==> config.mk <==
export PLATFORM = sky130hd
export DESIGN_NAME = pipeline_run_control
export DESIGN_NICKNAME = d
export VERILOG_FILES = /design/src/rtl/mips_debug_pkg.sv /design/src/rtl/rx_word_assembler.sv /design/src/rtl/pipeline_run_control.sv
export SDC_FILE = /design/constraint.sdc
export NUM_CORES = 1
export LEC_CHECK = 0
export BUFFER_PORTS_ARGS = -buffer_cell sky130_fd_sc_hd__buf_2
export CAP_MARGIN = 15
export CORE_AREA = 2 2 97 99
export CTS_CLUSTER_SIZE = 20
export DETAILED_ROUTE_END_ITERATION = 8
export DIE_AREA = 0 0 99 101
export PLACE_DENSITY = 0.77
export SYNTH_ARGS = -nofsm -noshare
export SYNTH_HDL_FRONTEND = slang
export SYNTH_SLANG_ARGS = --single-unit
==> constraint.sdc <==
create_clock -name i_clk -period 6.5 [get_ports i_clk]
set_input_delay 0.65 -clock i_clk [delete_from_list [all_inputs] [get_ports i_clk]]
set_output_delay 0.65 -clock i_clk [all_outputs]
set_load 0.01 [all_outputs]
==> src/rtl/mips_debug_pkg.sv <==
// Shared definitions for the MIPS debug/run-control path: UART command bytes,
// run-control FSM encoding and the HALT opcode used by decode as well.
package mips_debug_pkg;

    localparam logic [7:0] CMD_LOAD    = 8'h4C;
    localparam logic [7:0] CMD_CONT    = 8'h43;
    localparam logic [7:0] CMD_STEP    = 8'h53;
    localparam logic [7:0] CMD_NEXT    = 8'h4E;
    localparam logic [7:0] CMD_RESTART = 8'h52;

    typedef enum logic [2:0] {
        ST_IDLE      = 3'd0,
        ST_LOAD      = 3'd1,
        ST_RUN       = 3'd2,
        ST_STEP_WAIT = 3'd3,
        ST_HALTED    = 3'd4
    } run_state_t;

    localparam int         OPCODE_MSB  = 31;
    localparam int         OPCODE_LSB  = 26;
    localparam logic [5:0] OPCODE_HALT = 6'b111111;

    function automatic logic is_halt_opcode(input logic [5:0] opcode);
        return opcode == OPCODE_HALT;
    endfunction

endpackage

==> src/rtl/rx_word_assembler.sv <==
// Packs a stream of bytes into big-endian words; word_valid pulses for one
// cycle once the last byte of a word has been shifted in.
module rx_word_assembler #(
    parameter int DATA_WIDTH = 32
) (
    input  logic                  clk,
    input  logic                  rst_n,
    input  logic                  clear,
    input  logic                  byte_valid,
    input  logic [7:0]            rx_byte,
    output logic                  word_valid,
    output logic [DATA_WIDTH-1:0] word
);

    localparam int               BYTES     = DATA_WIDTH / 8;
    localparam int               CNT_W     = (BYTES > 1) ? $clog2(BYTES) : 1;
    localparam logic [CNT_W-1:0] LAST_BYTE = CNT_W'(BYTES - 1);

    logic [CNT_W-1:0] byte_cnt;

    // The word keeps shifting while word_valid is high, so the first byte of
    // the next word can land in the same cycle as the write strobe.
    always_ff @(posedge clk or negedge rst_n) begin
        if (!rst_n) begin
            byte_cnt   <= '0;
            word       <= '0;
            word_valid <= 1'b0;
        end else begin
            word_valid <= 1'b0;
            if (clear) begin
                byte_cnt <= '0;
            end else if (byte_valid) begin
                word <= {word[DATA_WIDTH-9:0], rx_byte};
                if (byte_cnt == LAST_BYTE) begin
                    byte_cnt   <= '0;
                    word_valid <= 1'b1;
                end else begin
                    byte_cnt <= byte_cnt + 1'b1;
                end
            end
        end
    end

endmodule

==> src/rtl/pipeline_run_control.sv <==
// Run-control sequencer: loads instruction memory from the UART stream, runs
// or single-steps the pipeline, and freezes when HALT reaches write-back.
module pipeline_run_control
    import mips_debug_pkg::*;
#(
    parameter int DATA_WIDTH      = 32,
    parameter int IMEM_ADDR_WIDTH = 8,
    parameter int CYCLE_CNT_WIDTH = 32
) (
    input  logic                       i_clk,
    input  logic                       i_rst_n,
    input  logic [7:0]                 i_rx_data,
    input  logic                       i_rx_valid,
    input  logic                       i_halt_wb,
    output logic                       o_imem_wr_en,
    output logic [IMEM_ADDR_WIDTH-1:0] o_imem_wr_addr,
    output logic [DATA_WIDTH-1:0]      o_imem_wr_data,
    output logic                       o_pipe_enable,
    output logic                       o_pipe_reset,
    output logic [CYCLE_CNT_WIDTH-1:0] o_cycle_count,
    output logic [2:0]                 o_state,
    output logic                       o_halted,
    output logic                       o_load_error
);

    run_state_t                 state, state_next;
    logic [IMEM_ADDR_WIDTH-1:0] addr, addr_next;
    logic [CYCLE_CNT_WIDTH-1:0] cycle_cnt, cycle_cnt_next;
    logic                       step_pulse, step_pulse_next;
    logic                       pipe_reset, pipe_reset_next;
    logic                       load_error, load_error_next;
    logic                       asm_clear, asm_feed;
    logic                       word_valid;
    logic [DATA_WIDTH-1:0]      word;
    logic                       pipe_enable, halt_taken;

    function automatic logic [CYCLE_CNT_WIDTH-1:0] sat_inc(input logic [CYCLE_CNT_WIDTH-1:0] v);
        return (&v) ? v : v + 1'b1;
    endfunction

    rx_word_assembler #(.DATA_WIDTH(DATA_WIDTH)) u_asm (
        .clk       (i_clk),
        .rst_n     (i_rst_n),
        .clear     (asm_clear),
        .byte_valid(asm_feed),
        .rx_byte   (i_rx_data),
        .word_valid(word_valid),
        .word      (word)
    );

    assign pipe_enable = (state == ST_RUN) || step_pulse;
    assign halt_taken  = pipe_enable && i_halt_wb;

    always_comb begin
        state_next      = state;
        addr_next       = addr;
        cycle_cnt_next  = cycle_cnt;
        step_pulse_next = 1'b0;
        pipe_reset_next = 1'b0;
        load_error_next = load_error;
        asm_clear       = 1'b0;
        asm_feed        = 1'b0;
        if (pipe_enable)
            cycle_cnt_next = sat_inc(cycle_cnt);
        unique case (state)
            ST_IDLE: begin
                if (i_rx_valid) begin
                    case (i_rx_data)
                        CMD_LOAD: begin
                            state_next      = ST_LOAD;
                            addr_next       = '0;
                            load_error_next = 1'b0;
                            asm_clear       = 1'b1;
                        end
                        CMD_CONT: state_next = ST_RUN;
                        CMD_STEP: state_next = ST_STEP_WAIT;
                        default:  ;
                    endcase
                end
            end
            ST_LOAD: begin
                asm_feed = i_rx_valid;
                if (word_valid) begin
                    // The address saturates at the last word instead of wrapping.
                    if (!(&addr))
                        addr_next = addr + 1'b1;
                    if (is_halt_opcode(word[OPCODE_MSB:OPCODE_LSB])) begin
                        state_next = ST_IDLE;
                    end else if (&addr) begin
                        load_error_next = 1'b1;
                        state_next      = ST_IDLE;
                    end
                end
            end
            ST_RUN: begin
                if (halt_taken)
                    state_next = ST_HALTED;
            end
            ST_STEP_WAIT: begin
                // A halt in the stepped cycle wins and swallows any byte alongside it.
                if (halt_taken) begin
                    state_next = ST_HALTED;
                end else if (i_rx_valid) begin
                    if (i_rx_data == CMD_NEXT)
                        step_pulse_next = 1'b1;
                    else if (i_rx_data == CMD_CONT)
                        state_next = ST_RUN;
                end
            end
            ST_HALTED: begin
                if (i_rx_valid && i_rx_data == CMD_RESTART) begin
                    state_next      = ST_IDLE;
                    pipe_reset_next = 1'b1;
                    cycle_cnt_next  = '0;
                    addr_next       = '0;
                end
            end
            default: state_next = ST_IDLE;
        endcase
    end

    always_ff @(posedge i_clk or negedge i_rst_n) begin
        if (!i_rst_n) begin
            state      <= ST_IDLE;
            addr       <= '0;
            cycle_cnt  <= '0;
            step_pulse <= 1'b0;
            pipe_reset <= 1'b0;
            load_error <= 1'b0;
        end else begin
            state      <= state_next;
            addr       <= addr_next;
            cycle_cnt  <= cycle_cnt_next;
            step_pulse <= step_pulse_next;
            pipe_reset <= pipe_reset_next;
            load_error <= load_error_next;
        end
    end

    assign o_imem_wr_en   = word_valid;
    assign o_imem_wr_addr = addr;
    assign o_imem_wr_data = word;
    assign o_pipe_enable  = pipe_enable;
    assign o_pipe_reset   = pipe_reset;
    assign o_cycle_count  = cycle_cnt;
    assign o_state        = state;
    assign o_halted       = (state == ST_HALTED);
    assign o_load_error   = load_error;

endmodule

==> results by group <==
Place
  • Worst-case setup slack after placement: 3.288 ns
  • HPWL after detailed placement: 7141 µm
  • Port Buf Inserts: 91
  • Placement Cell Area: 4612 µm²
  • Final estimated routing congestion in global placement: 0.8918

Finish
  • Final antenna diode count: 0
  • Final layout net count: 497
  • Fraction of layout cells with a size suffix above 1: 0.3224
  • Area growth from synthesis to final layout: 18.68%
  • Post-route design area: 4842 µm²

Timing
  • Final setup fails: 0
  • Final Max Tran Viols: 0
  • Fin crit period: 2.927 ns
  • Max Fclk: 341.7 MHz
  • Maximum clock skew at final layout: 0.01040 ns
  • Setup repair after global routing missed its margin: false
  • Worst slew margin relative to its limit: 0.3089
  • Final setup margin: 3.573 ns
  • Count of endpoints failing hold in the final timing report: 0
  • Worst-margin pin slew: 1.037 ns
  • Sum of negative setup slack: 0 ns
  • Final worst path period share: 0.4503

Clocking
  • CTS tree: built
  • Number of clock sinks seen by CTS: 81
  • # Post-CTS Setup Buffers: 0
  • Number of CTS-inserted buffers: 9
  • Post-CTS Resized: 0
  • Clock latency at the later pin of the worst-skew pair: 0.35 ns
  • Clock-pin slew on the worst setup and hold paths: 0.09 ns
  • Clk Tree Root Cell: sky130_fd_sc_hd__clkbuf_8
  • Number of H-tree levels: 3
  • Count of hold-fix buffers inserted at cts: 0
  • Deepest clock path buffer count: 2

Synth
  • Async set or reset register ratio after synthesis: 1.000
  • Simple-gate area share of the yosys netlist: 0.2196
  • Predominant post-synthesis flop cell: sky130_fd_sc_hd__dfrtp_1
  • Adder-Cell Fraction of Synth Area: 0.009200
  • Synth Area in XOR/XNOR: 0.004293
  • Post-synthesis mux area share: 0.1110
  • Dominant combinational cell family by area after synthesis: simple AND/OR/NAND/NOR gates
  • Count of different cell masters after synthesis: 52
  • Yosys synthesis warning count: 0
  • Mapped cell area: 4080 µm²
  • Share of the yosys chip area belonging to registers: 0.4968
  • Post-synthesis register bit count: 81
  • Post-synthesis cell count: 395
  • Post-Syn Nets: 410
  • Area fraction in compound gates after synthesis: 0.1303
  • EDFF count, synth: 0
  • Avg Synthesized Cell Area: 10.33 µm²

Power and ir drop
  • Net switching fraction of the power: 0.4173
  • Seq pwr share: 0.385
  • Design internal power: 1.296 mW
  • Peak ir drop on the vdd network: 0.2807 mV
  • Power share of the clock group: 0.195
  • Switching power total: 0.9282 mW
  • Power share of the combinational group: 0.420
  • Total leakage power: 2.201 nW
  • Power per cell area: 459.4 nW/µm²
  • Total power of the final layout: 2.224 mW

Global route
  • Wire length of the first global-routing pass: 16860 µm
  • Leftover overflow at the end of global routing: 0
  • All-layer global routing usage: 0.2059
  • Initial antenna violation count: 0
  • Largest net degree at the start of global routing: 82
  • Number of global-route vias before repair: 3443

Setup path
  • Critical Path Most Common Cell: sky130_fd_sc_hd__inv_1
  • Critical path peak fanout: 30
  • Required arrival time at the worst endpoint: 6.74 ns
  • Cell at the slowest stage of the critical path: sky130_fd_sc_hd__inv_1
  • Worst Path Arrival: 3.17 ns
  • R2R depth: 6
  • Kind of critical path: reg2reg
  • Levels on crit path: 6
  • Biggest cell delay along the critical path: 0.89 ns
  • Kind of end point of the critical path: flop
  • Worst Setup Start Kind: flop
  • Critical-path cell list: or3b_2, inv_1, nand4_1, inv_1, nor2_1, a31o_2
  • Cell class contributing the biggest share of worst-path delay: simple AND/OR/NAND/NOR gates
  • Worst path bufs/invs: 2

Die
  • Overall die height: 101 µm
  • Rows: 35
  • Overall die width: 99 µm
  • Floorplan die area: 9999 µm²
  • Initial core utilization: 0.4545
  • Floorplan Core Area: 8977 µm²
  • Number of top-level design ports: 92

Drt
  • Via count: 3486
  • 1st-pass router iterations: 4
  • Count of nets left with antenna violations after detail routing: 0
  • Mean routed wirelength per cell: 17.08 µm
  • Wire length after detailed routing: 10210 µm
  • # DRC: 0
  • Drt via density: 5.829
  • Detailed Route Iter0 Violations: 238

Status
  • Outcome: finished, final reports clean

Run
  • Number of max-cap violations: 0

Min path
  • Class of the most critical hold timing path: in2async
-- power by group through the flow --
stage	Sequential, mW	Clock, mW	Combinational [mW]
2_1_floorplan	0.900	0	0.555
3_3_place_gp	0.850	0	0.908
3_5_place_dp	0.865	0	0.933
4_1_cts	0.856	0.438	0.939
5_1_grt	0.888	0.458	1.04
6_report	0.857	0.433	0.934
-- Yosys cell counts, types with 2 or more instances --
cell / number / area (µm²)
sky130_fd_sc_hd__mux2i_1: 7 / 70.07
sky130_fd_sc_hd__nand4_1: 14 / 87.58
sky130_fd_sc_hd__a21oi_1: 28 / 140.1
sky130_fd_sc_hd__nor2b_1: 2 / 12.51
sky130_fd_sc_hd__nand2_1: 30 / 112.6
sky130_fd_sc_hd__mux2_2: 34 / 382.9
sky130_fd_sc_hd__nor4_1: 6 / 37.54
sky130_fd_sc_hd__and4_1: 2 / 17.52
sky130_fd_sc_hd__or3b_2: 2 / 17.52
sky130_fd_sc_hd__clkbuf_1: 6 / 22.52
sky130_fd_sc_hd__nand3b_1: 3 / 22.52
sky130_fd_sc_hd__o21ai_0: 14 / 70.07
sky130_fd_sc_hd__or3_1: 11 / 68.82
sky130_fd_sc_hd__a31oi_1: 11 / 68.82
sky130_fd_sc_hd__nor3b_1: 3 / 22.52
sky130_fd_sc_hd__nor2_1: 23 / 86.33
sky130_fd_sc_hd__a31o_2: 3 / 26.28
sky130_fd_sc_hd__nand3_1: 21 / 105.1
sky130_fd_sc_hd__dfrtp_1: 81 / 2027
sky130_fd_sc_hd__xnor2_1: 2 / 17.52
sky130_fd_sc_hd__or4_1: 11 / 82.58
sky130_fd_sc_hd__nor3_1: 6 / 30.03
sky130_fd_sc_hd__buf_2: 7 / 35.03
sky130_fd_sc_hd__inv_1: 10 / 37.54
sky130_fd_sc_hd__and3_1: 9 / 56.30
sky130_fd_sc_hd__ha_1: 3 / 37.54
sky130_fd_sc_hd__or2_2: 3 / 18.77
sky130_fd_sc_hd__a22o_1: 2 / 17.52
sky130_fd_sc_hd__buf_1: 3 / 11.26
sky130_fd_sc_hd__and2_1: 2 / 12.51
sky130_fd_sc_hd__nand2b_1: 5 / 31.28
sky130_fd_sc_hd__o31ai_1: 11 / 82.58
-- cells by family (layout without fill, tap and decap cells) --
group                    after synthesis  after routing
AO/OA/AOI/OAI                         82             82
AND/OR/NAND/NOR                      159            159
multiplexers                          41             41
XOR/XNOR                               2              2
flip-flops                            81             81
adder cells (fa/ha/maj)                3              3
buffers and inverters                 27            119
-- worst paths after layout --
path	to	from	slack (ns)
max in group asynchronous	u_asm.word[0]	i_rst_n	5.36
worst min-delay path	o_cycle_count[4]	i_rst_n	0.45
worst max-delay path	o_cycle_count[24]	o_state[0]	3.57
worst min register to register	u_asm.word[25]	u_asm.word[25]	0.51
worst max register to register	o_cycle_count[24]	o_state[0]	3.57
min in group i_clk	u_asm.word[25]	u_asm.word[25]	0.51
-- per-layer routing --
metal | part of all wire | global-route usage | vias up
met5 | 0 | 0 | -
met4 | 0.015 | 0.07165 | 0
li1 | - | - | 1660
met1 | 0.46 | 0.2829 | 1729
met3 | 0.039 | 0.02774 | 13
met2 | 0.49 | 0.3373 | 84
-- cell usage in the layout, fill, tap and decap left out, types with 4 or more instances in the layout --
cell type	synthesis	routed
sky130_fd_sc_hd__a21oi_1	28	28
sky130_fd_sc_hd__and3_1	9	9
sky130_fd_sc_hd__nor3_1	6	6
sky130_fd_sc_hd__inv_1	10	10
sky130_fd_sc_hd__nor2_1	23	23
sky130_fd_sc_hd__mux2_2	34	34
sky130_fd_sc_hd__nor4_1	6	6
sky130_fd_sc_hd__nand2_1	30	30
sky130_fd_sc_hd__o21ai_0	14	14
sky130_fd_sc_hd__buf_2	7	90
sky130_fd_sc_hd__a31oi_1	11	11
sky130_fd_sc_hd__mux2i_1	7	7
sky130_fd_sc_hd__or4_1	11	11
sky130_fd_sc_hd__nand4_1	14	14
sky130_fd_sc_hd__inv_6	0	4
sky130_fd_sc_hd__nand3_1	21	21
sky130_fd_sc_hd__dfrtp_1	81	81
sky130_fd_sc_hd__nand2b_1	5	5
sky130_fd_sc_hd__clkbuf_8	0	9
sky130_fd_sc_hd__or3_1	11	11
sky130_fd_sc_hd__o31ai_1	11	11
-- sequential cells by signal, summed over array words and instances, names as in the netlist --
name	flops
o_pipe_reset	1
o_load_error	1
u_asm.word_valid	1
o_state	3
o_imem_wr_addr	8
u_asm.word	32
o_cycle_count	32
u_asm.byte_cnt	2
step_pulse	1
-- cell type report --
cell class	instances	area, µm²
Clock buffer	9	123.9
Fill cell	810	4135
Sequential cell	81	2027
Multi-Input combinational cell	287	1936
Inverter	10	37.54
Tap cell	111	138.9
Timing Repair Buffer	93	473.0
Clock inverter	7	106.4
-- through the flow --
step | instances | hold slack, ns | util
global route | 598 | 0.5336 | 0.5394
CTS | 598 | 0.5054 | 0.5394
finish | 598 | 0.4517 | 0.5394
global placement | 582 | 0.4877 | 0.5137
floorplan | 395 | 0.3544 | -
detailed placement | 582 | 0.4928 | 0.5137
No activity file was read; power rests on OpenSTA's default activity.
